**src/rtl/ua_pkg.sv**
```systemverilog
// Shared UART definitions: receiver FSM state encoding, 8N1 frame constants and a
// constant-evaluable ceiling log2 used to size counters.
package ua_pkg;

    typedef enum logic [1:0] {
        RX_IDLE,
        RX_START,
        RX_DATA,
        RX_STOP
    } rx_state_t;

    localparam int   UA_DATA_BITS  = 8;
    localparam logic UA_IDLE_LEVEL = 1'b1;

    // Bits needed to hold the values 0 .. value-1.
    function automatic int log2(input int value);
        int result;
        result = 0;
        for (int v = value - 1; v > 0; v = v >> 1) begin
            result++;
        end
        return result;
    endfunction

endpackage

```
**src/rtl/ua_sync.sv**
```systemverilog
// Two-flop synchronizer for an asynchronous single-bit input; both flops reset to
// ResetValue so the output does not glitch when reset is released.
module ua_sync #(
    parameter logic ResetValue = 1'b1
) (
    input  logic Clock,
    input  logic Reset,
    input  logic din,
    output logic dout
);

    logic meta;

    // NOTE: non-blocking assignments let meta and dout sample their inputs together,
    // giving a true two-stage pipeline regardless of statement order.
    always_ff @(posedge Clock) begin
        if (Reset) begin
            meta <= ResetValue;
            dout <= ResetValue;
        end else begin
            meta <= din;
            dout <= meta;
        end
    end

endmodule

```
**src/rtl/ua_receive.sv**
```systemverilog
// UART 8N1 receiver with a valid/ready holding register for the received byte.
// Defining UA_RX_ERR_EN adds the FramingError and Overrun one-cycle pulse outputs.
module ua_receive
    import ua_pkg::*;
#(
    parameter int ClockFreq = 100_000_000,
    parameter int BaudRate  = 115_200
) (
    input  logic                    Clock,
    input  logic                    Reset,
    input  logic                    SIn,
    output logic [UA_DATA_BITS-1:0] DataOut,
    output logic                    DataOutValid,
    input  logic                    DataOutReady
`ifdef UA_RX_ERR_EN
    ,
    output logic                    FramingError,
    output logic                    Overrun
`endif
);

    localparam int SymbolEdgeTime    = ClockFreq / BaudRate;
    localparam int SampleTime        = SymbolEdgeTime / 2;
    localparam int ClockCounterWidth = log2(SymbolEdgeTime);
    localparam int BitCounterWidth   = log2(UA_DATA_BITS);

    localparam logic [ClockCounterWidth-1:0] SampleLast = ClockCounterWidth'(SampleTime - 1);
    localparam logic [ClockCounterWidth-1:0] SymbolLast = ClockCounterWidth'(SymbolEdgeTime - 1);
    localparam logic [ClockCounterWidth-1:0] CountOne   = ClockCounterWidth'(1);
    localparam logic [BitCounterWidth-1:0]   LastBit    = BitCounterWidth'(UA_DATA_BITS - 1);

    logic                         rx_s;
    rx_state_t                    state, state_next;
    logic [ClockCounterWidth-1:0] clock_counter, clock_counter_next;
    logic [BitCounterWidth-1:0]   bit_counter, bit_counter_next;
    logic [UA_DATA_BITS-1:0]      shift, shift_next;
    logic                         stop_edge;
    logic                         byte_done;

    ua_sync #(
        .ResetValue(UA_IDLE_LEVEL)
    ) u_sync (
        .Clock(Clock),
        .Reset(Reset),
        .din  (SIn),
        .dout (rx_s)
    );

    assign stop_edge = (state == RX_STOP) && (clock_counter == SymbolLast);
    assign byte_done = stop_edge && (rx_s == UA_IDLE_LEVEL);

    always_ff @(posedge Clock) begin
        if (Reset) begin
            state         <= RX_IDLE;
            clock_counter <= '0;
            bit_counter   <= '0;
        end else begin
            state         <= state_next;
            clock_counter <= clock_counter_next;
            bit_counter   <= bit_counter_next;
        end
    end

    // NOTE: the shift register is pure datapath and is completely rewritten before it
    // is ever copied out, so it carries no reset.
    always_ff @(posedge Clock) begin
        shift <= shift_next;
    end

    // NOTE: every signal driven here gets a default before the case, so no path can
    // leave one unassigned and infer a latch.
    always_comb begin
        state_next         = state;
        clock_counter_next = clock_counter + CountOne;
        bit_counter_next   = bit_counter;
        shift_next         = shift;
        unique case (state)
            RX_IDLE: begin
                // The detection cycle counts as the first cycle of the start bit.
                clock_counter_next = '0;
                if (rx_s != UA_IDLE_LEVEL) begin
                    state_next         = RX_START;
                    clock_counter_next = CountOne;
                end
            end
            RX_START: begin
                if (clock_counter == SampleLast) begin
                    clock_counter_next = '0;
                    bit_counter_next   = '0;
                    state_next         = (rx_s == UA_IDLE_LEVEL) ? RX_IDLE : RX_DATA;
                end
            end
            RX_DATA: begin
                if (clock_counter == SymbolLast) begin
                    clock_counter_next = '0;
                    shift_next         = {rx_s, shift[UA_DATA_BITS-1:1]};
                    if (bit_counter == LastBit) begin
                        state_next = RX_STOP;
                    end else begin
                        bit_counter_next = bit_counter + 1'b1;
                    end
                end
            end
            RX_STOP: begin
                if (clock_counter == SymbolLast) begin
                    clock_counter_next = '0;
                    state_next         = RX_IDLE;
                end
            end
            default: begin
                state_next         = RX_IDLE;
                clock_counter_next = '0;
            end
        endcase
    end

    // A completed byte is only taken when the holding register is empty or being drained.
    always_ff @(posedge Clock) begin
        if (Reset) begin
            DataOut      <= '0;
            DataOutValid <= 1'b0;
        end else if (byte_done && (!DataOutValid || DataOutReady)) begin
            DataOut      <= shift;
            DataOutValid <= 1'b1;
        end else if (DataOutReady) begin
            DataOutValid <= 1'b0;
        end
    end

`ifdef UA_RX_ERR_EN
    always_ff @(posedge Clock) begin
        if (Reset) begin
            FramingError <= 1'b0;
            Overrun      <= 1'b0;
        end else begin
            FramingError <= stop_edge && (rx_s != UA_IDLE_LEVEL);
            Overrun      <= byte_done && DataOutValid && !DataOutReady;
        end
    end
`endif

endmodule

```
**config.mk**
```make
export PLATFORM = sky130hd
export DESIGN_NAME = ua_receive
export DESIGN_NICKNAME = d
export VERILOG_FILES = /design/src/rtl/ua_pkg.sv /design/src/rtl/ua_sync.sv /design/src/rtl/ua_receive.sv
export SDC_FILE = /design/constraint.sdc
export NUM_CORES = 1
export LEC_CHECK = 0
export BUFFER_PORTS_ARGS = -buffer_cell sky130_fd_sc_hd__clkbuf_2
export CORE_MARGIN = 8
export CORE_UTILIZATION = 59
export DETAILED_ROUTE_END_ITERATION = 8
export PLACE_DENSITY = 0.79
export SYNTH_ARGS = -nofsm -noshare
export SYNTH_HDL_FRONTEND = slang
export SYNTH_SLANG_ARGS = --single-unit
```
**constraint.sdc**
```tcl
create_clock -name Clock -period 5.3 [get_ports Clock]
set_input_delay 1.325 -clock Clock [delete_from_list [all_inputs] [get_ports Clock]]
set_output_delay 1.325 -clock Clock [all_outputs]
set_load 0.02 [all_outputs]
```
After elaboration in Yosys (flattened, before gate mapping)

Index checks and enable logic that the tools add are counted.

Bits in registers: 34
Input port bits: 4
Output and inout port bits: 9
Word-level logic and storage cells: 51

Reductions and logical operators: 12
Equality and inequality tests: 12
Add/subtract/negate cells: 2
Muxes and demuxes: 17

Operator list:

| cell                                                                    | number |
|---|---|
| 10-bit one-hot mux with 3 select lines                                  | 1 |
| 10-bit 2-to-1 mux                                                       | 2 |
| 2-bit 2-to-1 mux                                                        | 6 |
| 10-bit by 1-bit adder with 10-bit output, second input constant         | 1 |
| 10-bit equality test, second input constant                             | 1 |
| 10-bit by 9-bit equality test with 1-bit output, second input constant  | 1 |
| 2-bit inequality test, second input constant                            | 5 |
| 3-bit 2-to-1 mux                                                        | 3 |
| 2-bit one-hot mux with 4 select lines                                   | 1 |
| 3-bit one-hot mux with 2 select lines                                   | 1 |
| 5-bit AND reduction                                                     | 1 |
| 2-bit equality test, second input constant                              | 2 |
| 4-bit AND reduction                                                     | 1 |
| 2-bit nonzero test                                                      | 2 |
| 3-bit by 1-bit adder with 3-bit output, second input constant           | 1 |
| 3-bit equality test, second input constant                              | 1 |
| 1-bit logical AND                                                       | 3 |
| 1-bit 2-to-1 mux                                                        | 3 |
| 2-bit by 1-bit equality test with 1-bit output, second input constant   | 1 |
| 2-bit logical NOT                                                       | 1 |
| 2-bit by 1-bit inequality test with 1-bit output, second input constant | 1 |
| 2-bit AND reduction                                                     | 1 |
| 2-bit OR reduction                                                      | 1 |
| 1-bit logical NOT                                                       | 1 |
| 1-bit logical OR                                                        | 1 |

Logic depth before layout (Yosys ltp)

Gate-level depths: netlist of the first run.

Depth in word-level cells: 5
Depth in mapped cells: 6
Gate-level depth less buffers: 6

Modules after synthesis

Synthesis of the first run repeated with hierarchy kept, for this count alone.

Cells, all modules: 143
Area, all modules: 1,487.7 um^2

By module, submodules not included:

| module     | sequential area each (um^2) | times used | area an instance (um^2) | cells each |
|---|---|---|---|---|
| ua_receive | 720.7                       | 1          | 1,435.1                 | 139 |
| ua_sync    | 40.0                        | 1          | 52.6                    | 4 |

Least setup slack after synthesis of the first run

No wires, ideal clock.

Path type: input port to flip-flop
From: input Reset
To: register DataOut[0]
Path buffers: 1
Setup time: 0.072 ns
Setup slack: 3.285 ns
Data required time: 5.228 ns
Stages on the path: 4
Arrival: 1.944 ns
Cells stage by stage: inv_1 > dlygate4sd1_1 > nand2_1 > mux2i_1

RTL lines:

| item                 | RTL line          | source |
|---|---|---|
| from (decl)          | ua_receive.sv:10  | `input logic Reset,` |
| to (signal assigned) | ua_receive.sv:123 | `DataOut <= shift;` |
| to (decl)            | ua_receive.sv:12  | `output logic [UA_DATA_BITS-1:0] DataOut,` |

==> flow_summary.yaml, run 1 <==
run_status:
  status: "completed"
routing:
  viasPerCell: 5.59
  route.detailed.drc: 0
  first_pass_iters: 6
  ant_nets: 0
  drt-total-wl_microns: 2570
  post_drt_wl_per_cell_microns: 13.5
  vias: 1062
  drtIter0Drc: 28
timing:
  post-route-min-period_ns: 2.26
  rsz0062_at_grt: "no"
  skew_ns: 0.0107
  slew_headroom_pct: 43.7
  drv_slew: 0
  setup_tns_ns: 0
  finalSetupViolCount: 0
  worstMarginPinSlew_ns: 0.841
  min_period_over_period_pct: 42.6
  clock.fmax_mhz: 443
  hold_viol_final: 0
  finalWorstSetupSlack_ns: 3.04
cells_and_area:
  drive_gt1_share_pct: 18.8
  final_nets: 167
  n_fill_cell: 196
  syn_to_final_growth_pct: 7.17
  antenna_cells: 0
worst_setup_path:
  crit_type: "in -> reg"
  critPathBufInv: 2
  end_kind: "register"
  slowest_delay_ns: 0.47
  slowest_stage: "inv_1"
  critPathTopFamily: "buffers and inverters"
  start_kind: "input port"
  critPathMaxFanout: 22
  r2r_end: "DataOut[1]$_SDFFE_PP0P_"
  reg2reg_from: "clock_counter[0]$_SDFF_PP0_"
  path_cells: "clkbuf_2 -> inv_1 -> a32oi_2 -> o21ai_1"
  arrival_ns: 2.52
  cp.required_ns: 5.56
  worst-r2r-setup-slack_ns: 3.06
  reg2reg_depth: 5
synth:
  yosysSeqAreaShare_pct: 50.7
  ys_ff_latch: 34
  syn_nets: 153
  syn-cell-area_sq_um: 1500
  ys_types: 38
  yosys_warnings: 0
  syn_avg_cell_area_sq_um: 10.4
  synth_edf_count: 8
  async_flop_share_pct: 0
  syn_inst: 145
  synth_flop_cell: "dfxtp_1"
die:
  die_area_sq_um: 4410
  die_w_microns: 66.4
  core_sq_um: 2450
  fp-row-count: 18
  start_util_pct: 61.2
  die_h_microns: 66.4
  pin_count: 13
clocking:
  postCtsSetupRepairBufs: 0
  hold_buffers: 0
  clkLatencyLatePin_ns: 0.33
  h-tree-depth: 2
  clock-root-buffer: "clkbuf_4"
  clk_pin_slew_worst_paths_ns: 0.10
  cts_buffers: 5
  ctsResizeCount: 0
  cts_buffer_depth: 2
  cts_tree: "built"
  cts.sinks: 34
min_path:
  holdCritStartpoint: "u_sync.meta$_SDFF_PP1_"
  hold_end: "u_sync.dout$_SDFF_PP1_"
  min_path_type: "reg -> reg"
  worstHoldPathCells: 1
power_and_ir_drop:
  power_density_nw_per_um2: 262
  peakVddDrop_mv: 0.201
  p_leak_nw: 0.567
placed_design:
  dpl.hpwl_microns: 1880
  portBuffers: 12
  preCtsSetupSlack_ns: 2.69
  place.gp.congestion: 0.847
grt:
  grt_antenna_before_repair: 0
  grt_pass1_vias: 1067
  grt_max_degree: 23
  grt_overflow: 0
  grt_pass1_wl_microns: 4550
  grt.total_usage_pct: 13.5
flow_run:
  cap_violations: 0
-- power breakdown --
part / switching [mW] / leakage, nW / internal [mW]
Sequential: 0.00172 / 0.282 / 0.265
Clock: 0.0788 / 0.0326 / 0.0654
Combinational: 0.00623 / 0.253 / 0.00354
Total: 0.0867 / 0.567 / 0.334
-- placed cells by master (no fill, tap or decap), types with 4 or more instances in the layout --
| master | n |
|---|---|
| xnor2_1 | 6 |
| nor2_1 | 15 |
| clkbuf_2 | 12 |
| clkbuf_4 | 5 |
| mux2i_1 | 10 |
| nand2_1 | 24 |
| nand3_1 | 9 |
| or2_2 | 4 |
| dfxtp_1 | 26 |
| edfxtp_1 | 8 |
| ha_1 | 4 |
| nor2b_1 | 4 |
| inv_1 | 5 |
-- through the flow --
stage	cell area, sq um	hold WS, ns	instances	total power, mW	util [%]
2_1_floorplan	1500	0.389	145	0.280	-
3_3_place_gp	1550	0.398	182	0.282	63.1
3_5_place_dp	1550	0.413	182	0.283	63.1
4_1_cts	1610	0.439	190	0.426	65.5
5_1_grt	1610	0.467	190	0.440	65.5
6_report	1610	0.441	190	0.421	65.5
-- metal layers --
layer,track usage [%],share of wire [%],vias to the layer above
li1,-,-,527
met1,14.0,42,511
met2,23.0,51,19
met3,4.58,4.8,5
met4,7.73,1.9,0
met5,0,0,-
-- flip-flops by register name, indices dropped and copies added (netlist names), named ones only --
| register | cells |
|---|---|
| clock_counter | 10 |
| u_sync.meta | 1 |
| shift | 8 |
| bit_counter | 3 |
| DataOutValid | 1 |
| u_sync.dout | 1 |
| DataOut | 8 |
| state | 1 |
-- worst reg2reg max path: cells and delay by family, from the launching register on --
| kind | cells | cell delay, ns |
|---|---|---|
| flip-flops | 1 | 0.42 |
| AND/OR/NAND/NOR | 3 | 1.22 |
| adder cells (fa/ha/maj) | 1 | 0.27 |
| multiplexers | 1 | 0.27 |
-- synth_stat cells (2+ instances only) --
| master | count | area share (%) |
|---|---|---|
| ha_1 | 4 | 3.3 |
| nor2_1 | 15 | 3.7 |
| inv_1 | 5 | 1.3 |
| nor3_1 | 2 | 0.67 |
| or2_2 | 4 | 1.7 |
| dfxtp_1 | 26 | 35 |
| xnor2_1 | 6 | 3.5 |
| xor2_1 | 2 | 1.2 |
| nand3_1 | 9 | 3.0 |
| nand4_1 | 2 | 0.83 |
| mux2i_1 | 10 | 6.7 |
| edfxtp_1 | 8 | 16 |
| nand2_1 | 24 | 6.0 |
| nor2b_1 | 4 | 1.7 |
-- logic make-up after synthesis --
kind of cell | after synthesis | share of synthesized area (%)
AO/OA/AOI/OAI | 8 | 4.50
multiplexers | 11 | 7.42
flip-flops | 34 | 50.7
AND/OR/NAND/NOR | 70 | 24.9
buffers and inverters | 10 | 4.50
XOR/XNOR | 8 | 4.67
adder cells (fa/ha/maj) | 4 | 3.33
-- how the worst max path moves through the flow --
| stage | startpoint | depth (start not counted) | end | slack, ns |
|---|---|---|---|---|
| detailed placement | Reset | 4 | clock_counter[0]$_SDFF_PP0_ | 2.69 |
| global placement | Reset | 4 | clock_counter[0]$_SDFF_PP0_ | 2.76 |
| CTS | Reset | 4 | clock_counter[0]$_SDFF_PP0_ | 3.03 |
| floorplan | Reset | 4 | DataOut[0]$_SDFFE_PP0P_ | 3.28 |
| global route | Reset | 4 | clock_counter[0]$_SDFF_PP0_ | 2.89 |
| finish | Reset | 4 | clock_counter[0]$_SDFF_PP0_ | 3.04 |
-- layout make-up --
class	count	area (sq um)	share of cell area (%)
tap	30	37.5	2.33
multi-input combinational	101	673	41.8
timing repair buffer	12	60.1	3.73
clock buffer	8	58.8	3.65
inverter	5	18.8	1.17
sequential	34	761	47.3
Note: power is estimated with default switching activity, not from simulation.
==> run 2: changes to the inputs <==
--- a/config.mk
+++ b/config.mk
@@ -6,10 +6,11 @@
 export NUM_CORES = 1
 export LEC_CHECK = 0
 export BUFFER_PORTS_ARGS = -buffer_cell sky130_fd_sc_hd__clkbuf_2
+export CORE_ASPECT_RATIO = 2
 export CORE_MARGIN = 8
-export CORE_UTILIZATION = 59
+export CORE_UTILIZATION = 57
 export DETAILED_ROUTE_END_ITERATION = 8
-export PLACE_DENSITY = 0.79
+export PLACE_DENSITY = 0.77
 export SYNTH_ARGS = -nofsm -noshare
 export SYNTH_HDL_FRONTEND = slang
 export SYNTH_SLANG_ARGS = --single-unit
==> constraint.sdc (replaced) <==
create_clock -name Clock -period 2.2 [get_ports Clock]
set_input_delay 0.55 -clock Clock [delete_from_list [all_inputs] [get_ports Clock]]
set_output_delay 0.55 -clock Clock [all_outputs]
set_load 0.02 [all_outputs]
==> flow_summary.yaml, run 2 (synthesis results as in run 1) <==
min_path:
  worstHoldPathCells: 1
  hold_end: "u_sync.dout$_SDFF_PP1_"
  holdCritStartpoint: "u_sync.meta$_SDFF_PP1_"
  min_path_type: "reg -> reg"
routing:
  drt-total-wl_microns: 2890
  post_drt_wl_per_cell_microns: 15.2
  viasPerCell: 5.71
  route.detailed.drc: 0
  vias: 1090
  ant_nets: 0
  first_pass_iters: 4
  drtIter0Drc: 25
clocking:
  cts_tree: "built"
  clock-root-buffer: "clkbuf_8"
  hold_buffers: 0
  clk_pin_slew_worst_paths_ns: 0.07
  cts_buffers: 5
  cts_buffer_depth: 2
  clkLatencyLatePin_ns: 0.29
  ctsResizeCount: 0
  cts.sinks: 34
  postCtsSetupRepairBufs: 0
  h-tree-depth: 2
cells_and_area:
  mostFrequentLayoutCells: "26 x dfxtp_1, 24 x nand2_1, 15 x nor2_1, 12 x clkbuf_2, 10 x mux2i_1"
  largest_reg_flops: 10
  instances_no_fill: 191
  fin_util_pct: 65.4
  final_common_cell: "dfxtp_1"
  largestRegisters: "clock_counter x10, DataOut x8, shift x8"
  final_nets: 170
  syn_to_final_growth_pct: 10.6
  regMostFlops: "clock_counter"
  antenna_cells: 0
  n_fill_cell: 215
  drive_gt1_share_pct: 20.2
worst_setup_path:
  reg2reg_from: "clock_counter[0]$_SDFF_PP0_"
  slowest_stage: "dfxtp_1"
  path_cells: "ha_1 -> and4bb_2 -> nand4_4 -> nor3b_2 -> buf_4 -> mux2i_1"
  arrival_ns: 2.06
  reg2reg_depth: 6
  crit_type: "reg -> reg"
  critPathBufInv: 1
  worst-r2r-setup-slack_ns: 0.34
  slowest_delay_ns: 0.40
  cp.required_ns: 2.40
  start_kind: "register"
  critPathMaxFanout: 8
  critPathTopFamily: "simple AND/OR/NAND/NOR gates"
  r2r_end: "DataOut[7]$_SDFFE_PP0P_"
  end_kind: "register"
timing:
  post-route-min-period_ns: 1.86
  drv_slew: 0
  slew_headroom_pct: 67.4
  min_period_over_period_pct: 84.4
  clock.fmax_mhz: 538
  worstMarginPinSlew_ns: 0.489
  finalSetupViolCount: 0
  rsz0062_at_grt: "no"
  finalWorstSetupSlack_ns: 0.342
  hold_viol_final: 0
  skew_ns: 0.00764
  setup_tns_ns: 0
placed_design:
  preCtsSetupSlack_ns: 0.353
  portBuffers: 12
  place.gp.congestion: 0.894
  dp_cells: 183
  dpl.hpwl_microns: 2200
grt:
  grt_max_degree: 22
  grt.total_usage_pct: 14.6
  grt_antenna_before_repair: 0
  grt_pass1_vias: 1138
  grt_overflow: 0
  grt_pass1_wl_microns: 4960
power_and_ir_drop:
  power_mw: 1.14
  power_density_nw_per_um2: 684
  peakVddDrop_mv: 0.570
  p_leak_nw: 0.596
die:
  start_util_pct: 59.2
  die_area_sq_um: 4630
  core_sq_um: 2540
  pin_count: 13
  die_w_microns: 52.3
  fp-row-count: 26
  die_h_microns: 88.6
run_status:
  status: "completed"
flow_run:
  cap_violations: 0
-- run 2: worst max path at each step --
stage,endpoint,depth (start not counted),slack [ns],startpoint
3_5_place_dp,DataOut[7]$_SDFFE_PP0P_,6,0.35,clock_counter[0]$_SDFF_PP0_
5_1_grt,DataOut[7]$_SDFFE_PP0P_,6,0.24,clock_counter[0]$_SDFF_PP0_
3_3_place_gp,DataOut[2]$_SDFFE_PP0P_,6,0.47,clock_counter[0]$_SDFF_PP0_
2_1_floorplan,shift[0]$_DFFE_PP_,4,0.41,clock_counter[0]$_SDFF_PP0_
6_report,DataOut[7]$_SDFFE_PP0P_,6,0.34,clock_counter[0]$_SDFF_PP0_
4_1_cts,DataOut[7]$_SDFFE_PP0P_,6,0.33,clock_counter[0]$_SDFF_PP0_
-- run 2: per-stage QoR --
step,instance area [sq um],hold WS [ns]
finish,1660,0.417
global route,1660,0.438
CTS,1660,0.416
detailed placement,1570,0.396
global placement,1570,0.393
floorplan,1500,0.389
-- run 2: layer usage --
metal  share of wire (%)  track usage, %
met4                 3.7            11.8
met2                  59            28.0
met5                   0               0
met3                 3.9            3.20
met1                  33            11.3
-- run 2: power breakdown --
| part | internal (mW) | switching, mW | total (mW) |
|---|---|---|---|
| logic | 0.00969 | 0.0158 | 0.0255 |
| clock network | 0.255 | 0.212 | 0.467 |
| registers | 0.640 | 0.00385 | 0.644 |
| total | 0.904 | 0.232 | 1.14 |
-- run 2: layout make-up --
cell class              count  area (sq um)  area share [%]
clock buffers               8          90.1            5.43
inverters                   5          18.8            1.13
multi-input cells         101           673            40.5
flip-flops and latches     34           761            45.8
well taps                  28          35.0            2.11
repair buffers             15          82.6            4.97
